File: config.mk
export PLATFORM = sky130hd
export DESIGN_NAME = seq_subtractor_flat
export DESIGN_NICKNAME = d
export VERILOG_FILES = /design/src/rtl/seq_subtractor_if.sv /design/src/rtl/seq_subtractor.sv /design/src/flat_wrapper.sv
export SDC_FILE = /design/constraint.sdc
export NUM_CORES = 1
export LEC_CHECK = 0
export BUFFER_PORTS_ARGS = -buffer_cell sky130_fd_sc_hd__buf_2
export CAP_MARGIN = 20
export CORE_MARGIN = 10
export CORE_UTILIZATION = 35
export DETAILED_ROUTE_END_ITERATION = 10
export GPL_TIMING_DRIVEN = 0
export SLEW_MARGIN = 10
export SYNTH_ARGS = -nofsm -noshare
export SYNTH_HDL_FRONTEND = slang
export SYNTH_SLANG_ARGS = --single-unit
export TNS_END_PERCENT = 5
File: constraint.sdc
create_clock -name clk -period 6.55 [get_ports clk]
set_clock_uncertainty 0.15 [all_clocks]
set_input_delay 0.3275 -clock clk [delete_from_list [all_inputs] [get_ports clk]]
set_output_delay 0.3275 -clock clk [all_outputs]
set_load 0.05 [all_outputs]
File: src/rtl/seq_subtractor_if.sv
// Operand/result handshake bundle for seq_subtractor: valid/ready in, valid/ready out.
interface seq_subtractor_if #(
  parameter int unsigned WIDTH = 32
);
  logic             in_valid;
  logic             in_ready;
  logic [WIDTH-1:0] a;
  logic [WIDTH-1:0] b;
  logic             bin;
  logic             out_valid;
  logic             out_ready;
  logic [WIDTH-1:0] diff;
  logic             bout;
  logic             zero;
  logic             ovf;

  modport master (
    output in_valid, a, b, bin, out_ready,
    input  in_ready, out_valid, diff, bout, zero, ovf
  );

  modport slave (
    input  in_valid, a, b, bin, out_ready,
    output in_ready, out_valid, diff, bout, zero, ovf
  );
endinterface

File: src/rtl/seq_subtractor.sv
// Multi-cycle a - b - bin, one SLICE-bit slice per clock, LSB first, borrow registered between slices.
// Optional signed saturation on overflow when SEQ_SUB_SAT_EN is defined.
module seq_subtractor #(
  parameter int unsigned WIDTH = 32,
  parameter int unsigned SLICE = 8
) (
  input logic         clk,
  input logic         rst_n,
  seq_subtractor_if.slave bus
);
  localparam int unsigned N_SLICES = WIDTH / SLICE;
  localparam int unsigned CNT_W    = (N_SLICES > 1) ? $clog2(N_SLICES) : 1;

  typedef enum logic [1:0] {
    IDLE,
    BUSY,
    DONE
  } state_t;

  state_t             state_q, state_d;
  logic [CNT_W-1:0]   cnt_q, cnt_d;
  logic               borrow_q, borrow_d;
  logic [WIDTH-1:0]   a_q, a_d;
  logic [WIDTH-1:0]   b_q, b_d;
  logic [WIDTH-1:0]   diff_q, diff_d;
  logic               bout_q, bout_d;
  logic               zero_q, zero_d;
  logic               ovf_q, ovf_d;

  logic [SLICE:0]     slice_full;
  logic [WIDTH-1:0]   diff_raw;
  logic [WIDTH-1:0]   diff_fin;
  logic               ovf_raw;
  logic               last_slice;

  always_ff @(posedge clk or negedge rst_n) begin
    if (!rst_n) begin
      state_q  <= IDLE;
      cnt_q    <= '0;
      borrow_q <= 1'b0;
      a_q      <= '0;
      b_q      <= '0;
      diff_q   <= '0;
      bout_q   <= 1'b0;
      zero_q   <= 1'b0;
      ovf_q    <= 1'b0;
    end else begin
      state_q  <= state_d;
      cnt_q    <= cnt_d;
      borrow_q <= borrow_d;
      a_q      <= a_d;
      b_q      <= b_d;
      diff_q   <= diff_d;
      bout_q   <= bout_d;
      zero_q   <= zero_d;
      ovf_q    <= ovf_d;
    end
  end

  always_comb begin
    // One extra MSB on each operand: bit SLICE of the result is the slice borrow-out.
    slice_full = {1'b0, a_q[cnt_q*SLICE +: SLICE]}
               - {1'b0, b_q[cnt_q*SLICE +: SLICE]}
               - {{SLICE{1'b0}}, borrow_q};
    diff_raw = diff_q;
    diff_raw[cnt_q*SLICE +: SLICE] = slice_full[SLICE-1:0];
    ovf_raw    = (a_q[WIDTH-1] != b_q[WIDTH-1]) && (diff_raw[WIDTH-1] != a_q[WIDTH-1]);
    last_slice = (cnt_q == CNT_W'(N_SLICES - 1));
`ifdef SEQ_SUB_SAT_EN
    if (ovf_raw) begin
      diff_fin = a_q[WIDTH-1] ? {1'b1, {(WIDTH-1){1'b0}}} : {1'b0, {(WIDTH-1){1'b1}}};
    end else begin
      diff_fin = diff_raw;
    end
`else
    diff_fin = diff_raw;
`endif
  end

  always_comb begin
    state_d  = state_q;
    cnt_d    = cnt_q;
    borrow_d = borrow_q;
    a_d      = a_q;
    b_d      = b_q;
    diff_d   = diff_q;
    bout_d   = bout_q;
    zero_d   = zero_q;
    ovf_d    = ovf_q;

    unique case (state_q)
      IDLE: begin
        if (bus.in_valid) begin
          a_d      = bus.a;
          b_d      = bus.b;
          borrow_d = bus.bin;
          diff_d   = '0;
          cnt_d    = '0;
          state_d  = BUSY;
        end
      end
      BUSY: begin
        borrow_d = slice_full[SLICE];
        cnt_d    = cnt_q + CNT_W'(1);
        diff_d   = diff_raw;
        if (last_slice) begin
          diff_d  = diff_fin;
          bout_d  = slice_full[SLICE];
          zero_d  = (diff_fin == '0);
          ovf_d   = ovf_raw;
          state_d = DONE;
        end
      end
      DONE: begin
        if (bus.out_ready) begin
          state_d = IDLE;
        end
      end
      default: state_d = IDLE;
    endcase
  end

  assign bus.in_ready  = (state_q == IDLE);
  assign bus.out_valid = (state_q == DONE);
  assign bus.diff      = diff_q;
  assign bus.bout      = bout_q;
  assign bus.zero      = zero_q;
  assign bus.ovf       = ovf_q;
endmodule
File: src/flat_wrapper.sv
// flat-port wrapper written by rule: the top's interface ports become plain ports
module seq_subtractor_flat 
#(
  parameter int unsigned WIDTH = 32,
  parameter int unsigned SLICE = 8
)
  (clk, rst_n, bus_in_valid, bus_a, bus_b, bus_bin, bus_out_ready, bus_in_ready, bus_out_valid, bus_diff, bus_bout, bus_zero, bus_ovf);
  seq_subtractor_if #(.WIDTH(WIDTH)) bus_i ();
  input logic clk;
  input logic rst_n;
  input wire logic [$bits(bus_i.in_valid)-1:0] bus_in_valid;
  input wire logic [$bits(bus_i.a)-1:0] bus_a;
  input wire logic [$bits(bus_i.b)-1:0] bus_b;
  input wire logic [$bits(bus_i.bin)-1:0] bus_bin;
  input wire logic [$bits(bus_i.out_ready)-1:0] bus_out_ready;
  output wire logic [$bits(bus_i.in_ready)-1:0] bus_in_ready;
  output wire logic [$bits(bus_i.out_valid)-1:0] bus_out_valid;
  output wire logic [$bits(bus_i.diff)-1:0] bus_diff;
  output wire logic [$bits(bus_i.bout)-1:0] bus_bout;
  output wire logic [$bits(bus_i.zero)-1:0] bus_zero;
  output wire logic [$bits(bus_i.ovf)-1:0] bus_ovf;
  assign bus_i.in_valid = bus_in_valid;
  assign bus_i.a = bus_a;
  assign bus_i.b = bus_b;
  assign bus_i.bin = bus_bin;
  assign bus_i.out_ready = bus_out_ready;
  assign bus_in_ready = bus_i.in_ready;
  assign bus_out_valid = bus_i.out_valid;
  assign bus_diff = bus_i.diff;
  assign bus_bout = bus_i.bout;
  assign bus_zero = bus_i.zero;
  assign bus_ovf = bus_i.ovf;
  seq_subtractor #(.WIDTH(WIDTH), .SLICE(SLICE)) u_core (.clk(clk), .rst_n(rst_n), .bus(bus_i));
endmodule
==> results list, run 1 <==
- Clock Tree Root: clkbuf_16
- Before antenna repair, the detailed router went through 4 iterations.
* Data arrival at the endpoint of the critical path: 5.27 ns
* Average routed wire per standard cell: 17.7 µm
* Number of antenna violations at the first check in global routing: 0
- STA classifies the critical path startpoint as a flip-flop.
- Worst R2R Setup Slack: 1.38 ns
- The multi-input combinational cells in the finished layout cover a total of 2230 µm².
- The flow ran to the end, and the final reports show no timing, DRC or antenna violations.
- After synthesis, the netlist uses 36 different library cells.
- Transition at the pin with the smallest max-transition slack: 0.928 ns
- The worst setup path is captured at a flip-flop.
- Global-route wire length before repair: 23,800 µm
* Filler instances: 1,364
- Clock tree synthesis inserted a total of 9 buffers.
- Wires add up to 14,500 µm.
- Unrepaired setup endpoints after global routing: no
* Num ports: 106
- Tracing the worst setup path back leads to its startpoint at u_core.cnt_q[0].
- Headroom to the max-slew limit came out at 37.3%.
- Later-pin clock latency in the skew report: 0.35 ns
* Max H-tree Level: 3
- Fraction of synthesis flops using an asynchronous set or reset pin: 100%
* Netlist area before placement: 5010 µm²
- Synthesis warning total: 0
- Of all nets on the critical path, the largest fanout is 10.
* Final max-slew violation count: 0
* R2r startpoint: u_core.cnt_q[0]
- Vias per inst: 5.02
- Dividing the synthesized area by the synthesized cell count gives 9.83 µm².
- The most used flip-flop cell after synthesis is dfrtp_1.
* Smallest setup slack after layout: 1.38 ns
* Initial standard-cell utilization of the core: 36.0%
- Number of antenna diodes: 0
- At the placement stage, the worst setup path has a slack of 1.32 ns.
- In the global route stage, overall resource usage came out at 15.1%.
- Endpoint of the worst-slack reg-to-reg timing path: u_core.bus.zero
- Initial DRC Count: 266
* Cell breakdown of the critical path: buf_1 > buf_1 > mux4_2 > fa_1 > fa_1 > nand2b_1 > a21oi_1 > xnor2_1 > a2111o_1 > o32a_1 > o41ai_2
* Layout Area Growth over Synthesis: 22.4%
- Measured along the x axis, the die boundary spans 140 µm.
* Delay of the slowest cell on the worst path: 0.72 ns
- Synthesis produced a netlist with a net count of 599.
- Required time at the worst-slack endpoint: 6.65 ns
* Final critical path time including I/O delays and setup: 5.17 ns
- Hold crit path type: input pin to flip-flop
- Number of synthesized flops with an enable pin: 0
* Post-layout instance count excluding filler cells: 817
- Floorplan die height: 140 µm
* Instance count after placement with tap cells included: 796
- Overflow left after global routing: 0
* Kind of critical path: flip-flop to flip-flop
- WHS Endpoint: u_core.a_q[18]
- For this run, the top clock speed supported by timing is 0.193 GHz.
- Number of core rows: 43
- Synthesized instance count: 510
- The slowest stage of the critical path is the buf_1 cell.
* Period Utilization, post-route: 78.9%
- Final standard cell utilization of the core: 44.0%
* Aggregate negative setup slack: 0 ns
- Final setup viols: 0
- Post-CTS resize count: 0
* DRC Markers: 0
* Final weighted congestion in routability-driven placement: 0.819
* Longest Clk Path Bufs: 2
- In the final layout, the share of cells above drive strength 1 is 22.1%.
- Final number of hold-violating endpoints: 0
- Port buffering added 105 buffers.
- Once detail routing completed, the nets flagged for antenna violations numbered 0.
- Largest net degree at the start of global routing: 88
- Clock-pin slew was measured on the worst setup and hold paths at 0.07 ns.
- Counting instances, the worst hold path has a depth of 3.
* FF-to-FF path depth: 11
- Across all layers, the routed design uses 4,104 vias.
- The startpoint identified for the worst hold timing path is bus_a[18].
- The net count of the finished layout is 722.
* Core region area: 13,900 µm²
- Number of max-cap violations: 0
* Vias in the first global route: 4,431
- Counting flops and latches in the post-synthesis netlist gives 104.
* Die Area: 19,500 µm²
* Fraction of the yosys area taken by sequential cells: 51.9%
- Post-detail-place hpwl: 10,500 µm
* TritonCTS clock tree: done
- Across the whole layout, storage elements account for 2600 µm².
- TritonCTS sink count: 104
-- registers in the layout (all words and copies together), names as in the netlist, 2 cells and up --
signal,count
u_core.bus.diff,32
u_core.cnt_q,2
u_core.state_q,2
u_core.b_q,32
u_core.a_q,32
-- worst max-delay path by stage --
stage | end | slack (ns) | depth (start not counted)
after floorplan | u_core.bus.zero | 2.22 | 11
after global placement | u_core.bus.zero | 1.41 | 11
after detailed placement | u_core.bus.zero | 1.32 | 11
after CTS | u_core.bus.zero | 1.30 | 11
after global routing | u_core.bus.zero | 0.91 | 11
final | u_core.bus.zero | 1.38 | 11
-- cells by family after synthesis --
logic type                 after synthesis  synth area share, %
buffers and inverters                   47                 3.52
muxes                                   16                 7.19
adders and majority gates               20                 5.29
xor gates and xnor gates                 6                 1.05
DFF                                    104                 51.9
AOI/OAI and AO/OA                       69                 10.4
and+or+nand+nor                        248                 20.6
-- metal layers --
metal	track usage, %	share of wire, %
met5	0	0
met4	3.91	0.56
met3	4.56	7.4
met2	23.5	47
met1	19.8	45
-- synth_stat cells, drive strengths merged, types with 2 or more instances --
master / count / area share [%]
o21ai: 10 / 1.0
nor2: 9 / 0.67
nor3b: 2 / 0.30
a31oi: 4 / 0.50
nor2b: 4 / 0.50
dfrtp: 104 / 52
clkbuf: 18 / 1.3
a21oi: 16 / 1.6
nand2b: 6 / 0.75
nand3: 5 / 0.50
buf: 4 / 0.30
xnor2: 3 / 0.52
xor2: 3 / 0.52
nor3: 8 / 0.80
a22o: 30 / 5.2
nand2: 201 / 15
inv: 25 / 1.9
fa: 2 / 0.80
nor4: 7 / 0.87
and2: 2 / 0.25
ha: 18 / 4.5
mux4: 16 / 7.2
-- stage by stage --
stage,hold slack [ns],cell area (µm²)
floorplan,-0.118,5010
global placement,0.303,5760
detailed placement,0.0350,5800
CTS,0.000167,6130
global route,0.00664,6130
finish,0.0141,6130
-- critical path: cells and delay by family (launching register included) --
family                     cells  cell delay (ns)
DFF                            1             0.53
and+or+nand+nor                1             0.16
buffers and inverters          2             1.40
xor gates and xnor gates       1             0.24
adders and majority gates      2             0.89
AOI/OAI and AO/OA              4             1.04
muxes                          1             0.65
-- layout by cell type, fill, tap and decap left out, types with 2 or more instances in the layout --
| cell type | count |
|---|---|
| a21oi_1 | 16 |
| a22o_1 | 30 |
| a31oi_1 | 4 |
| and2_1 | 2 |
| buf_1 | 4 |
| buf_2 | 104 |
| clkbuf_1 | 19 |
| clkbuf_16 | 9 |
| clkbuf_8 | 2 |
| dfrtp_1 | 104 |
| dlygate4sd3_1 | 5 |
| fa_1 | 2 |
| ha_1 | 18 |
| inv_1 | 25 |
| inv_6 | 2 |
| mux4_2 | 16 |
| nand2_1 | 201 |
| nand2b_1 | 6 |
| nand3_1 | 5 |
| nor2_1 | 9 |
| nor2b_1 | 4 |
| nor3_1 | 8 |
| nor3b_1 | 2 |
| nor4_1 | 7 |
| o21ai_0 | 9 |
| xnor2_1 | 3 |
| xor2_1 | 3 |
-- cell type report --
type,instances,area share [%]
clock inverter,3,0.408
timing repair buffer,112,10.0
multi-input combinational,359,36.4
clock buffer,12,4.18
inverter,25,1.53
buffer,22,1.35
tap,180,3.67
sequential,104,42.4
-- timing repair --
action,4_1_cts,5_1_grt
buffers inserted,0,0
endpoints found under the setup margin,0,0
hold buffers,5,0
endpoints found under the hold margin,21,0
Power of run 1 is not shown: default switching activity piles up to over one toggle a cycle in this logic, so the estimate is an artifact.
==> run 2: changes to the inputs <==
--- a/config.mk
+++ b/config.mk
@@ -5,6 +5,7 @@
 export SDC_FILE = /design/constraint.sdc
 export NUM_CORES = 1
 export LEC_CHECK = 0
+export ABC_AREA = 1
 export BUFFER_PORTS_ARGS = -buffer_cell sky130_fd_sc_hd__buf_2
 export CAP_MARGIN = 20
 export CORE_MARGIN = 10
==> constraint.sdc (replaced) <==
create_clock -name clk -period 5.3 [get_ports clk]
set_clock_uncertainty 0.15 [all_clocks]
set_input_delay 0.265 -clock clk [delete_from_list [all_inputs] [get_ports clk]]
set_output_delay 0.265 -clock clk [all_outputs]
set_load 0.05 [all_outputs]
==> run 2 against run 1 <==
  * Fmax rose by 19%
  * Non-clock buffer count rose by 69
  * Clock-buffer cell count fell by 2
  * Synthesized cell count rose by 44%
  * Hold slack improved by 0.066 ns
  * Worst setup slack got worse by 0.44 ns
  * Sequential cell count did not move
  * Sequential share of layout area fell by 7.0 points
  * Critical path type unchanged
  * Largest cell class unchanged
  * Highest routed layer unchanged
==> results list, run 2 <==
- Port Buffers: 105
- Total Routing Usage GR: 16.6%
* Layout Area Growth over Synthesis: 32.1%
- In this run the mean area of a mapped cell was 7.58 µm².
* Status: finished, final reports clean
* Transition at the pin with the smallest max-transition slack: 0.653 ns
- Longest Clk Path Bufs: 2
* Most frequent cells in the layout: 308 x nand2_1, 108 x buf_2, 104 x dfrtp_1, 66 x dlygate4sd3_1, 60 x inv_1
- Post-CTS timing repair inserted 0 buffers for setup.
- The first detailed-routing pass took 5 iterations.
- Max H-tree Level: 3
- Overflow left after global routing: 0
- The worst setup path is of the flip-flop to flip-flop kind.
- Initial standard-cell utilization of the core: 35.4%
- Number of antenna violations at the first check in global routing: 0
- Final number of hold-violating endpoints: 0
* Global-route wire length before repair: 28,600 µm
- Number of synthesized flops with an enable pin: 0
- Among all flip-flop cells after synthesis, the most frequent one is dfrtp_1.
* Yosys top cell by area: dfrtp_1
- Synth Net Count: 823
- In this design, the stage delay of the slowest critical-path cell is 0.52 ns.
* Via count: 5,360
- Fraction of final layout cells with drive strength greater than 1: 16.8%
- Cell breakdown of the critical path: buf_6 > buf_2 > buf_1 > nand2_1 > a32o_1 > fa_1 > fa_1 > nand3_1 > nor2_1 > nor2_1 > nand2_1 > nor3_1 > nand2_1 > nor2_1 > nand3_1 > nor2_1 > nand3_1 > nor2_1 > nand3_1 > nand2_1
- The slowest stage of the critical path is the dfrtp_1 cell.
- Post-CTS resize count: 0
- Top Family by Delay on Critical Path: simple AND/OR/NAND/NOR gates
- Crit path launch type: flip-flop
- Die span in x: 146 µm
- Data arrival at the endpoint of the critical path: 4.51 ns
- In this run, the number of DRC markers left after iteration 0 of detailed routing was 376.
- Final critical path time including I/O delays and setup: 4.35 ns
- The number of max-slew violations in the final report is 0.
- Peak clock frequency supported by timing: 0.230 GHz
- Hold crit path type: input pin to flip-flop
* Aggregate negative setup slack: 0 ns
* Worst rel slew slack: 56.5%
- The count of nets left with antenna violations once routing finished came out at 0.
- Final weighted congestion in routability-driven placement: 0.874
- # nets final: 1,006
* Cell type with the highest occurrence count on the critical path: nor2_1
- Counting flops with an async set or reset pin after synthesis yields a share of 100%.
- Vias per inst: 4.71
* Average routed wire per standard cell: 15.6 µm
* Floorplan die height: 146 µm
- Post-detail-place hpwl: 12,800 µm
- Largest net degree at the start of global routing: 66
* Crit end category: flip-flop
* Total CTS buffers: 9
- Later-pin clock latency in the skew report: 0.36 ns
* Most used standard cells in the synthesized netlist: 308 x nand2_1, 104 x dfrtp_1, 60 x inv_1
- Leaving out fill and tap cells, the most frequent cell in the layout is nand2_1.
- In this run the core area contains 46 standard-cell rows.
- TritonCTS clock tree: done
- Die Area: 21,300 µm²
- Number of max-cap violations: 0
- Vias in the first global route: 5,545
- After detailed routing, the number of remaining DRC violations is 0.
* Total Wirelength: 17,700 µm
* Critical-path maximum fanout: 10
- Smallest setup slack after layout: 0.946 ns
- Clock Tree Root: clkbuf_16
- TritonCTS sink count: 104
- Setup violations remaining at the end of the flow were counted as 0.
- Final standard cell utilization of the core: 46.8%
- Together, buffers and inverters on the worst path number 3.
* Netlist area before placement: 5560 µm²
- Required time at the worst-slack endpoint: 5.46 ns
- Synthesis warning total: 0
- Leading cell types by total area after synthesis: dfrtp_1 47%, nand2_1 21%, ha_1 4.0%, inv_1 4.0%, o21ai_0 3.4%
- Proportion of netlist area held by the largest area contributor: 46.8%
* Num ports: 106
- After synthesis, the netlist uses 32 different library cells.
- Sequential elements use 46.8% of the synthesized area.
- Of the available clock period, the critical path in the final layout requires 82.2%.
- The core region is 15,700 µm².
- Unrepaired setup endpoints after global routing: no
* Synthesized instance count: 734
- Among all cell types in the netlist, the one instantiated most often is nand2_1.
- After synthesis the netlist holds a flip-flop and latch count of 104.
- Setup Slack @ Placement: 0.993 ns
* CTS clock-pin slew for the worst setup and hold paths: 0.08 ns
- The number of antenna diodes in the final layout is 0.
run 2: cell type report:
class / instances / area, µm²
timing repair buffer: 172 / 1220
multi-input combinational: 531 / 2570
sequential: 104 / 2600
inverter: 68 / 255
clock buffer: 10 / 239
tap: 216 / 270
fill: 1596 / 8360
buffer: 31 / 136
clock inverter: 6 / 57.6
run 2: routing by layer:
metal  GRT usage, %  up-vias  wire length (µm)
met4           5.46        0               342
met1           21.2     2450              8200
met3           4.33       22               992
li1               -     2714                 -
met2           26.7      174              8180
met5              0        -                 0
run 2: metrics by stage:
stage                     cell area [µm²]  instances  hold slack [ns]
after floorplan                      5560        734           -0.181
after global placement               6360       1055            0.300
after detailed placement             6390       1056           0.0500
after CTS                            7350       1138           0.0741
after global routing                 7350       1138            0.106
final                                7350       1138           0.0799
run 2: final timing paths:
kind | startpoint | to | slack [ns] | cells past startpoint
setup / recovery | u_core.cnt_q[0] | u_core.bus.zero | 0.95 | 20
hold / removal | bus_bin | u_core.borrow_q | 0.08 | 3
setup reg to reg | u_core.cnt_q[0] | u_core.bus.zero | 0.95 | 20
hold reg to reg | u_core.b_q[13] | u_core.b_q[13] | 0.33 | 2
max in group asynchronous | rst_n | u_core.b_q[0] | 4.12 | 3
min in group asynchronous | rst_n | u_core.bus.diff[25] | 0.23 | 2
run 2: what timing repair did:
action                                  in CTS  in global routing
endpoints found under the setup margin       0                  0
hold buffers                                66                  0
hold endpoints to repair                   104                  0
run 2: cell families after synthesis:
kind of cell | count (synthesis) | share of synthesized area, %
xor gates and xnor gates | 1 | 0.157
and+or+nand+nor | 408 | 29.9
buffers and inverters | 99 | 7.04
AOI/OAI and AO/OA | 102 | 11.3
adders and majority gates | 20 | 4.77
DFF | 104 | 46.8
run 2: worst reg2reg max path, stage by stage (launching register included):
cell and delay, ns:
dfrtp_1 0.52, buf_6 0.21, buf_2 0.26, buf_1 0.48, nand2_1 0.10, a32o_1 0.29, fa_1 0.44, fa_1 0.51
nand3_1 0.16, nor2_1 0.06, nor2_1 0.13, nand2_1 0.09, nor3_1 0.20, nand2_1 0.09, nor2_1 0.13, nand3_1 0.09
nor2_1 0.09, nand3_1 0.07, nor2_1 0.09, nand3_1 0.10, nand2_1 0.07
Power of run 2 is left out for the same reason.
